===== src/rtl/pipe_mem_arbiter.sv =====
// Single-port memory arbiter between the IF and MEM pipeline stages.
// MEM has priority; a streak counter forces an IF grant after MAX_MEM_STREAK MEM grants.
module pipe_mem_arbiter #(
  parameter int ADDR_W         = 32,
  parameter int DATA_W         = 32,
  parameter int MAX_MEM_STREAK = 4
) (
  input  logic              clock,
  input  logic              reset,
  input  logic              if_req,
  input  logic [ADDR_W-1:0] if_addr,
  input  logic              mem_rd,
  input  logic              mem_wr,
  input  logic [ADDR_W-1:0] mem_addr,
  input  logic [DATA_W-1:0] mem_wdata,
  output logic              ram_req,
  output logic              ram_we,
  output logic [ADDR_W-1:0] ram_addr,
  output logic [DATA_W-1:0] ram_wdata,
  input  logic [DATA_W-1:0] ram_rdata,
  input  logic              ram_ready,
  output logic              if_valid,
  output logic [DATA_W-1:0] if_rdata,
  output logic              mem_valid,
  output logic [DATA_W-1:0] mem_rdata,
  output logic              stall_if,
  output logic              stall_mem,
  output logic              proto_err
);

  typedef enum logic [2:0] {
    IDLE,
    BUSY_MEM,
    BUSY_IF,
    DONE_MEM,
    DONE_IF
  } state_t;

  localparam logic [3:0] MAX_S = 4'(MAX_MEM_STREAK);

  state_t     state_reg;
  logic [3:0] streak_reg;
  logic       mem_pend;
  logic       if_forced;

  assign mem_pend  = mem_rd | mem_wr;
  assign if_forced = if_req && (streak_reg == MAX_S);

  assign stall_if  = if_req & ~if_valid;
  assign stall_mem = mem_pend & ~mem_valid;

  always_ff @(posedge clock) begin
    if (reset) begin
      state_reg  <= IDLE;
      streak_reg <= 4'd0;
      ram_req    <= 1'b0;
      ram_we     <= 1'b0;
      ram_addr   <= '0;
      ram_wdata  <= '0;
      if_valid   <= 1'b0;
      if_rdata   <= '0;
      mem_valid  <= 1'b0;
      mem_rdata  <= '0;
      proto_err  <= 1'b0;
    end else begin
      if_valid  <= 1'b0;
      mem_valid <= 1'b0;
      case (state_reg)
        IDLE: begin
          if (mem_pend && !if_forced) begin
            state_reg <= BUSY_MEM;
            ram_req   <= 1'b1;
            // A simultaneous read+write is resolved as a write
            ram_we    <= mem_wr;
            ram_addr  <= mem_addr;
            ram_wdata <= mem_wdata;
            if (mem_rd && mem_wr) proto_err <= 1'b1;
            if (if_req)
              streak_reg <= (streak_reg == MAX_S) ? MAX_S : streak_reg + 4'd1;
            else
              streak_reg <= 4'd0;
          end else if (if_req) begin
            state_reg  <= BUSY_IF;
            ram_req    <= 1'b1;
            ram_we     <= 1'b0;
            ram_addr   <= if_addr;
            ram_wdata  <= '0;
            streak_reg <= 4'd0;
          end
        end
        BUSY_MEM: begin
          if (ram_ready) begin
            state_reg <= DONE_MEM;
            ram_req   <= 1'b0;
            ram_we    <= 1'b0;
            mem_rdata <= ram_we ? '0 : ram_rdata;
            mem_valid <= 1'b1;
          end
        end
        BUSY_IF: begin
          if (ram_ready) begin
            state_reg <= DONE_IF;
            ram_req   <= 1'b0;
            ram_we    <= 1'b0;
            if_rdata  <= ram_rdata;
            if_valid  <= 1'b1;
          end
        end
        // Requester still shows req during DONE, so no grant is made here
        DONE_MEM: state_reg <= IDLE;
        DONE_IF:  state_reg <= IDLE;
        default:  state_reg <= IDLE;
      endcase
    end
  end

endmodule


===== config.mk =====
export PLATFORM = sky130hd
export DESIGN_NAME = pipe_mem_arbiter
export DESIGN_NICKNAME = d
export VERILOG_FILES = /design/src/rtl/pipe_mem_arbiter.sv
export SDC_FILE = /design/constraint.sdc
export NUM_CORES = 1
export LEC_CHECK = 0
export CORE_ASPECT_RATIO = 1.5
export CORE_MARGIN = 2
export CORE_UTILIZATION = 37
export DETAILED_ROUTE_END_ITERATION = 8
export PLACE_DENSITY = 0.89
export SYNTH_ARGS = -nofsm -noshare
export SYNTH_HDL_FRONTEND = slang
export SYNTH_SLANG_ARGS = --single-unit

===== constraint.sdc =====
create_clock -name clock -period 3.5 [get_ports clock]
set_input_delay 0.7 -clock clock [delete_from_list [all_inputs] [get_ports clock]]
set_output_delay 0.7 -clock clock [all_outputs]
set_load 0.02 [all_outputs]

==> results.sh <==
export IMPL_status="complete, no violations"
export IMPL_cp_start_kind="input pin"
export IMPL_nFillCells=1054
export IMPL_crit_slowest_cell="clkdlybuf4s50_1"
export IMPL_hp_class="reg2reg"
export IMPL_syn_avg_cell_area_um2=9.37
export IMPL_grt_pass1_vias=4946
export IMPL_drc=0
export IMPL_first_iter_violations=212
export IMPL_chipWidth_um=98.4
export IMPL_yosysSeqAreaShare_pct=56.7
export IMPL_post_route_util_pct=63.7
export IMPL_grt_pass1_wl_um=25200
export IMPL_cp_endpoint="stall_mem"
export IMPL_cts_htree_levels=4
export IMPL_fin_worst_skew_ns=0.0108
export IMPL_power_static_leakage_uw=0.00314
export IMPL_critPathMaxFanout=5
export IMPL_fin_tns_setup_ns=0
export IMPL_ir_drop_mv=0.443
export IMPL_ys_top_cells_by_count="dfxtp_1, nand2_1, a22o_1"
export IMPL_rsz0062_at_grt="false"
export IMPL_clock_sinks=140
export IMPL_critPathArrivalTime_ns=2.22
export IMPL_die_y_um=146
export IMPL_final_max_slew_viol_count=0
export IMPL_wl_per_cell_um=16.3
export IMPL_powerDensity_nw_per_um2=540
export IMPL_netlist_instances=528
export IMPL_fin_cells=953
export IMPL_cpPeakStageDelay_ns=0.66
export IMPL_hold_depth=2
export IMPL_postCtsHoldBufs=0
export IMPL_cts_buffers=17
export IMPL_dp_hpwl_um=10900
export IMPL_gp_congestion=0.851
export IMPL_path_delay_family="buffers and inverters"
export IMPL_nets=917
export IMPL_cts_tree="yes"
export IMPL_dieArea_um2=14300
export IMPL_dp_cells=921
export IMPL_vias_per_cell=5.13
export IMPL_regArea_um2=2800
export IMPL_synth_enable_flop_cells=0
export IMPL_cts_root_buf="clkbuf_16"
export IMPL_postRouteAntennaNets=0
export IMPL_crit_type="in2out"
export IMPL_synth_area_leader_cell="dfxtp_1"
export IMPL_relSlewSlack_pct=61.3
export IMPL_cp_required_ns=2.80
export IMPL_max_freq_mhz=342
export IMPL_yosysMostFrequentCell="dfxtp_1"
export IMPL_dr_pass1_iters=4
export IMPL_post_route_min_period_ns=2.92
export IMPL_areaGrowthSynthToFinish_pct=67.7
export IMPL_r2r_slack_ns=1.38
export IMPL_whs_ns=0.452
export IMPL_crit_top_cell="clkdlybuf4s50_1"
export IMPL_multiInputGateArea_um2=1920
export IMPL_grt_use_total_pct=21.5
export IMPL_period_share_pct=83.5
export IMPL_finalHoldViolations=0
export IMPL_via_count=4888
export IMPL_synth_fp_nets=664
export IMPL_start_util_pct=38.0
export IMPL_startpoint="mem_wr"
export IMPL_finalWirelength_um=15500
export IMPL_ys_ff_latch=140
export IMPL_cp_buffers_inverters=2
export IMPL_coreArea_um2=13000
export IMPL_worst_slew_pin_slew_ns=0.580
export IMPL_cts_resized=0
export IMPL_async_flop_share_pct=0
export IMPL_netlist_area_um2=4950
export IMPL_crit_cells=4
export IMPL_yosys_warnings=0
export IMPL_diodes=0
export IMPL_yosys_most_used_dff="dfxtp_1"
export IMPL_max_clock_path_buffers=2
export IMPL_grt_antenna_before_repair=0
export IMPL_postCtsSetupBuffers=0
export IMPL_synth_cell_type_count=34
export IMPL_reg2reg_from="state_reg[0]"
export IMPL_clkLatencyLatePin_ns=0.41
export IMPL_path_cells="clkdlybuf4s50_1 -> or2_1 -> nor2b_1 -> clkdlybuf4s50_1"
export IMPL_grt_max_degree=69
export IMPL_pin_count=269
export IMPL_cap_violations=0
export IMPL_end_kind="output pin"
export IMPL_synth_top_cell_area_share_pct=56.7
export IMPL_overflow=0
export IMPL_core_rowCount=51
export IMPL_r2r_end="ram_wdata[14]"
export IMPL_synthTopCellsByArea="dfxtp_1, a22o_1, nand2_1"
export IMPL_ff2ff_path_depth=4
export IMPL_cts_clk_slew_worst_paths_ns=0.06
export IMPL_numPortBuffers=268
export IMPL_setup_viol=0
export IMPL_drive_gt1_share_pct=6.17
cell usage in the layout, fill, tap and decap left out, drive strengths merged, types with 4 or more instances in the layout:
| master | n |
|---|---|
| nand3 | 4 |
| clkbuf | 19 |
| nand2 | 132 |
| o21ai | 37 |
| buf | 9 |
| inv | 11 |
| a21oi | 35 |
| clkdlybuf4s50 | 268 |
| dfxtp | 140 |
| nor2 | 8 |
| a22o | 65 |
| a31oi | 34 |
cells by family (layout without fill, tap and decap cells):
group                    Yosys count  in the layout  synth area share [%]
AND/OR/NAND/NOR                  162            162                  14.0
XOR/XNOR                           1              1                 0.177
flip-flops                       140            140                  56.7
buffers and inverters             48            314                  4.68
AO/OA/AOI/OAI                    174            174                  23.7
multiplexers                       1              1                 0.228
adder cells (fa/ha/maj)            2              2                 0.506
where the power goes:
part,leakage (µW),switching (µW),internal [µW]
Clock,0.000293,735,1110
Combinational,0.00170,413,431
Sequential,0.00115,70.4,1720
Total,0.00314,1220,3260
how the worst min path moves through the flow:
| stage | startpoint | end | slack, ns |
|---|---|---|---|
| 2_1_floorplan | streak_reg[3] | streak_reg[3] | 0.44 |
| 3_3_place_gp | if_rdata[8] | if_rdata[8] | 0.44 |
| 3_5_place_dp | if_rdata[17] | if_rdata[17] | 0.45 |
| 4_1_cts | if_rdata[17] | if_rdata[17] | 0.45 |
| 5_1_grt | if_rdata[23] | if_rdata[23] | 0.47 |
| 6_report | if_rdata[26] | if_rdata[26] | 0.45 |
tightest hold or removal path: stages, from the launching register on:
cell	delay [ns]
dfxtp_1	0.31
nand2_1	0.05
a21oi_1	0.05
final cells by class:
cell class / count / area share, %
multi-input combinational: 340 / 23.1
sequential: 140 / 33.8
clock inverter: 13 / 1.84
tap: 159 / 2.40
clock buffer: 19 / 5.46
timing repair buffer: 277 / 33.2
inverter: 5 / 0.226
layer usage:
metal  vias up  track usage, %  wire length (µm)  part of all wire [%]
li1       2365               -                 -                     -
met1      2291            24.0              5870                    38
met2       199            38.2              8280                    53
met3        33            5.04               800                   5.2
met4         0            9.93               558                   3.6
met5         -               0                 0                     0
per-stage QoR:
stage	power [µW]	setup slack [ns]	area [µm²]
6_report	4480	0.578	8300
3_5_place_dp	2670	0.575	7690
2_1_floorplan	2220	1.53	4950
5_1_grt	4650	0.520	8300
3_3_place_gp	2650	0.597	7690
4_1_cts	4510	0.573	8300
Power figures use the tool's default switching activity.
==> edit 1, RTL diff (same flow settings) <==
Encoding of `state_t`: now one-hot (5 bits for 5 states).
--- a/src/rtl/pipe_mem_arbiter.sv
+++ b/src/rtl/pipe_mem_arbiter.sv
@@ -28,12 +28,12 @@
   output logic              proto_err
 );
 
-  typedef enum logic [2:0] {
-    IDLE,
-    BUSY_MEM,
-    BUSY_IF,
-    DONE_MEM,
-    DONE_IF
+  typedef enum logic [4:0] {
+    IDLE     = 5'b00001,
+    BUSY_MEM = 5'b00010,
+    BUSY_IF  = 5'b00100,
+    DONE_MEM = 5'b01000,
+    DONE_IF  = 5'b10000
   } state_t;
 
   localparam logic [3:0] MAX_S = 4'(MAX_MEM_STREAK);
Function: no difference found for any inputs over 4 cycles, from zero or initial values and one cycle with reset high; so few cycles prove little.
==> edit 1 against the original RTL <==
Synthesized area increased by 2.8%. First-iteration DRC count unchanged. Clock power is 9% higher. Total power grew 7.6%. Sequential cell count up 2. Worst setup slack better by 0.026 ns. Critical path depth is the same. Register-to-register slack better by 0.14 ns. Design area rose by 2.6%. Routed wire length down 0.84%. Hold slack about the same.
==> edit 1: results (changes against the original RTL) <==
========================================================================
Result of the run                                              completed
Cell chosen for the clock root                              sky130_fd_sc_hd__clkbuf_16
Lkg Pwr                                                          3.21 nW   +2.1%
Initial antenna violation count                                        0   unchanged
Highest ir drop seen on vdd                                       313 uV   -29%
Termination of the worst setup path                             stall_if
Final net count                                                      932   +1.6%
Synth async-reset ratio                                               0%   unchanged
Fraction of met3 tracks used by global routing                     6.15%   +1.1 points
Worst-path maximum fanout                                              6   +1
Top flip-flop cell by instance count after synthesis        sky130_fd_sc_hd__dfxtp_1
Total instance count after detailed placement                        939   +2.0%
M1 WL                                                            5840 um   -0.56%
Yosys cell types                                                      34   unchanged
Critical Path Start                                               if_req
# fillers                                                           1080   +2.5%
Met2 Routed Length                                               8220 um   -0.66%
Pin count of the biggest net entering global routing                  39   -43%
Clock insertion delay at the later pin of the skew report        0.40 ns
Final worst path period share                                      82.7%   -0.74 points
Main area contributors after synthesis                      sky130_fd_sc_hd__dfxtp_1 (56%), sky130_fd_sc_hd__a22o_1 (11%), sky130_fd_sc_hd__nand2_1 (9.9%)
Maximum cell stage delay along the critical path                 0.61 ns   -0.05 ns
Routed length on met3                                             920 um   +15%
Psw                                                              1.28 mW   +4.6%
Overall Global Routing Usage                                       20.6%   -0.89 points
CP max stage cell                                           sky130_fd_sc_hd__clkdlybuf4s50_1
Most frequent cells after synthesis                         sky130_fd_sc_hd__dfxtp_1 (142), sky130_fd_sc_hd__nand2_1 (134), sky130_fd_sc_hd__a22o_1 (65), sky130_fd_sc_hd__nor2_1 (43), sky130_fd_sc_hd__a21oi_1 (37)
Worst setup slack after placement                               0.650 ns   +0.0750 ns
Number of standard cells after synthesis                             540   +2.3%
Cell count of the worst reg-to-reg path                                7   +3
Clock tree skew after final layout                            0.00890 ns   -0.00189 ns
Worst endpoint data arrival time                                 2.20 ns   -0.02 ns
Reg2Reg Launch Point                                        streak_reg[0]$_SDFFE_PP0P_
# Max-Cap Violations                                                   0   unchanged
Post-DP Area                                                0.00785 mm^2   +2.1%
Setup slack of the worst register-to-register path               1.52 ns   +0.14 ns
Detailed placement HPWL                                         10900 um   -0.29%
Met2 routing resource usage after global routing                   37.3%   -0.90 points
Worst-case headroom to the max-slew limit                          65.8%   +4.5 points
Number of H-tree levels                                                4   unchanged
Share of layout cells above drive strength 1                       6.43%   +0.26 points
Routed vias                                                         4955   +1.4%
Met1 global-route usage                                            22.2%   -1.9 points
Vias in the first global route                                      4798   -3.0%
Routed Wire Length                                              15400 um   -0.84%
Sequential area share after synthesis                              55.9%   -0.77 points
Vias per cell                                                       5.10   -0.51%
Global-route wire length before repair                          24300 um   -3.5%
Post-Syn Nets                                                        676   +1.8%
RD Place Congestion                                                0.828   -2.7%
========================================================================
-- edit 1: worst min-delay path by stage --
stage               slack [ns]                       start                          to
finish                    0.45   if_rdata[21]$_SDFFE_PP0P_   if_rdata[21]$_SDFFE_PP0P_
floorplan                 0.45  streak_reg[3]$_SDFFE_PP0P_  streak_reg[3]$_SDFFE_PP0P_
global placement          0.44    if_rdata[9]$_SDFFE_PP0P_    if_rdata[9]$_SDFFE_PP0P_
detailed placement        0.45   if_rdata[29]$_SDFFE_PP0P_   if_rdata[29]$_SDFFE_PP0P_
global route              0.47    if_rdata[6]$_SDFFE_PP0P_    if_rdata[6]$_SDFFE_PP0P_
CTS                       0.46   if_rdata[29]$_SDFFE_PP0P_   if_rdata[29]$_SDFFE_PP0P_
-- edit 1: kinds of logic (layout without fill, tap and decap cells) --
group / after synthesis / count (layout) / synth area share, %
AND/OR/NAND/NOR: 205 / 205 / 16.8
XOR/XNOR: 1 / 1 / 0.172
buffers and inverters: 46 / 315 / 4.67
adder cells (fa/ha/maj): 2 / 2 / 0.492
AO/OA/AOI/OAI: 144 / 144 / 22.0
flip-flops: 142 / 142 / 55.9
-- edit 1: final cells by class --
cell class              instances  area [um^2]  area share (%)
flip-flops and latches        142         2840            33.4
well taps                     162          203            2.38
clock buffers                  20          447            5.25
repair buffers                279         2770            32.6
inverters                       4         15.0           0.176
clock inverters                12          208            2.44
multi-input cells             352         2020            23.8
-- edit 1: power groups by stage --
stage          registers, mW  clock network [mW]  logic, mW
2_1_floorplan           2.02                   0      0.339
3_3_place_gp            1.86                   0      0.969
3_5_place_dp            1.87                   0      0.979
4_1_cts                 1.84                2.04      0.985
5_1_grt                 1.85                2.12       1.04
6_report                1.84                2.00      0.980
==> edit 2, RTL diff (same flow settings) <==
Made on the original files. Change the parameter `ADDR_W` from 32 to 24.
--- a/src/rtl/pipe_mem_arbiter.sv
+++ b/src/rtl/pipe_mem_arbiter.sv
@@ -1,7 +1,7 @@
 // Single-port memory arbiter between the IF and MEM pipeline stages.
 // MEM has priority; a streak counter forces an IF grant after MAX_MEM_STREAK MEM grants.
 module pipe_mem_arbiter #(
-  parameter int ADDR_W         = 32,
+  parameter int ADDR_W         = 24,
   parameter int DATA_W         = 32,
   parameter int MAX_MEM_STREAK = 4
 ) (
Interface: changed (resized if_addr, mem_addr and ram_addr); port bits go from 269 to 245. The function was not compared with the original's and may differ.
==> edit 2 against the original RTL <==
Total power hardly changed. Synthesized area is 5.1% higher. Global-route usage barely moved. Sequential power fell by 5%. Sequential cell count decreased by 8. First-iteration DRC count is 3.3% lower. Via count increased by 8.8%. Highest routed layer unchanged. Worst setup slack better by 0.049 ns. Cell count rose by 0.84%. Design area fell by 0.51%. Register-to-register slack gained 0.16 ns. Routed wire length increased by 8.0%. Critical path type unchanged. Hold slack lost 0.00050 ns. Largest cell class unchanged.
==> edit 2: results (changes against the original RTL) <==
===========================================================================================
Lkg Pwr                                                                             2.91 nW   -7.5%
Postcts setup bufs                                                                        0   unchanged
Worst-path maximum fanout                                                                 6   +1
Overall Global Routing Usage                                                          21.6%   +0.038 points
Number of design-rule violations left by the first detailed-router iteration            205   -3.3%
Result of the run                                                                 completed
Share of layout cells above drive strength 1                                          7.41%   +1.2 points
Vias in the first global route                                                         5039   +1.9%
Inserted Clock Buffers                                                                   17   unchanged
Total instance count after detailed placement                                           930   +0.98%
Post-Syn Nets                                                                           692   +4.2%
Worst endpoint data arrival time                                                    2.17 ns   -0.05 ns
RD Place Congestion                                                                   0.832   -2.3%
Synth async-reset ratio                                                                  0%   unchanged
Number of buffers inserted by port buffering                                            244   -9.0%
Worst setup slack after placement                                                  0.630 ns   +0.0550 ns
Number of remaining DRC errors                                                            0   unchanged
Average wire per cell in the routed design                                          17.4 um   +7.1%
Global-route wire length before repair                                             25700 um   +2.3%
Hold/Removal Path Class                                                             reg2reg
Routed vias                                                                            5318   +8.8%
Number of warnings issued by yosys                                                        0   unchanged
# fillers                                                                              1176   +12%
Clock insertion delay at the later pin of the skew report                           0.40 ns
Syn-to-layout area delta                                                              58.8%
Final net count                                                                         904   -1.4%
Transition time at the pin with the least slew margin                              0.907 ns   +0.327 ns
Number of diodes                                                                          0   unchanged
Post-DP Area                                                                   0.00763 mm^2   -0.76%
Detailed placement HPWL                                                            11200 um   +2.4%
Worst-path clk slew                                                                 0.06 ns   about the same
Sequential area share after synthesis                                                 50.8%   -5.8 points
Top flip-flop cell by instance count after synthesis                           sky130_fd_sc_hd__dfxtp_1
Post_cts resized                                                                          0   unchanged
Final non-filler cell total                                                             961   +0.84%
Pin count of the biggest net entering global routing                                     60   -13%
Most frequent cells after synthesis                                            sky130_fd_sc_hd__dfxtp_1 (132), sky130_fd_sc_hd__a21oi_1 (93), sky130_fd_sc_hd__nand2_1 (65), sky130_fd_sc_hd__o21ai_0 (59), sky130_fd_sc_hd__nand4_1 (36)
Yosys cell types                                                                         39   +15%
Highest ir drop seen on vdd                                                          276 uV   -38%
Total iterations of the first detailed-routing run                                        5   +1
Number of H-tree levels                                                                   4   unchanged
Initial antenna violation count                                                           0   unchanged
Clock tree skew after final layout                                               0.00922 ns   -0.00157 ns
Cell chosen for the clock root                                                 sky130_fd_sc_hd__clkbuf_16
Buffers from clock root to sink, at most                                                  2   unchanged
Main area contributors after synthesis                                         sky130_fd_sc_hd__dfxtp_1 (51%), sky130_fd_sc_hd__a21oi_1 (9.0%), sky130_fd_sc_hd__o21ai_0 (5.7%)
Largest registers in the final layout                                          if_rdata: 32 flops, mem_rdata: 32 flops, ram_wdata: 32 flops
Post-Synthesis Mean Instance Area                                                 9.09 um^2   -3.0%
===========================================================================================
-- edit 2: cells by family after synthesis --
family | after synthesis | synth area share [%]
AO/OA/AOI/OAI | 217 | 25.6
AND/OR/NAND/NOR | 154 | 16.2
flip-flops | 132 | 50.8
buffers and inverters | 67 | 6.86
adder cells (fa/ha/maj) | 2 | 0.481
-- edit 2: cell type report --
| cell class | count | area share (%) |
|---|---|---|
| clock buffers | 18 | 5.32 |
| multi-input cells | 373 | 27.0 |
| flip-flops and latches | 132 | 32.0 |
| well taps | 165 | 2.50 |
| inverters | 2 | 0.0910 |
| clock inverters | 13 | 2.21 |
| repair buffers | 258 | 30.8 |
-- edit 2: power by group --
part	internal [mW]	total, mW	switching [mW]
Clock	1.21	1.87	0.661
Combinational	0.437	0.908	0.471
Sequential	1.62	1.70	0.0730
-- edit 2: critical path: stages --
cell and delay [ns]:
sky130_fd_sc_hd__clkdlybuf4s50_1 0.62, sky130_fd_sc_hd__nor2_2 0.13, sky130_fd_sc_hd__nor2_1 0.11, sky130_fd_sc_hd__clkdlybuf4s50_1 0.60
-- edit 2: layer usage --
| metal | GRT usage (%) | routed length [um] |
|---|---|---|
| met1 | 25.2 | 6670 |
| met2 | 37.9 | 9010 |
| met3 | 3.84 | 615 |
| met4 | 9.52 | 452 |
| met5 | 0 | 0 |
-- edit 2: path summary, 6_finish.rpt --
check,cells after the start,from,endpoint,slack [ns]
max,4,mem_wr,stall_mem,0.63
min,2,if_rdata[10]$_SDFFE_PP0P_,if_rdata[10]$_SDFFE_PP0P_,0.45
max reg2reg,4,state_reg[0]$_SDFFE_PP0P_,ram_wdata[23]$_SDFFE_PP0P_,1.54
min reg2reg,2,if_rdata[10]$_SDFFE_PP0P_,if_rdata[10]$_SDFFE_PP0P_,0.45
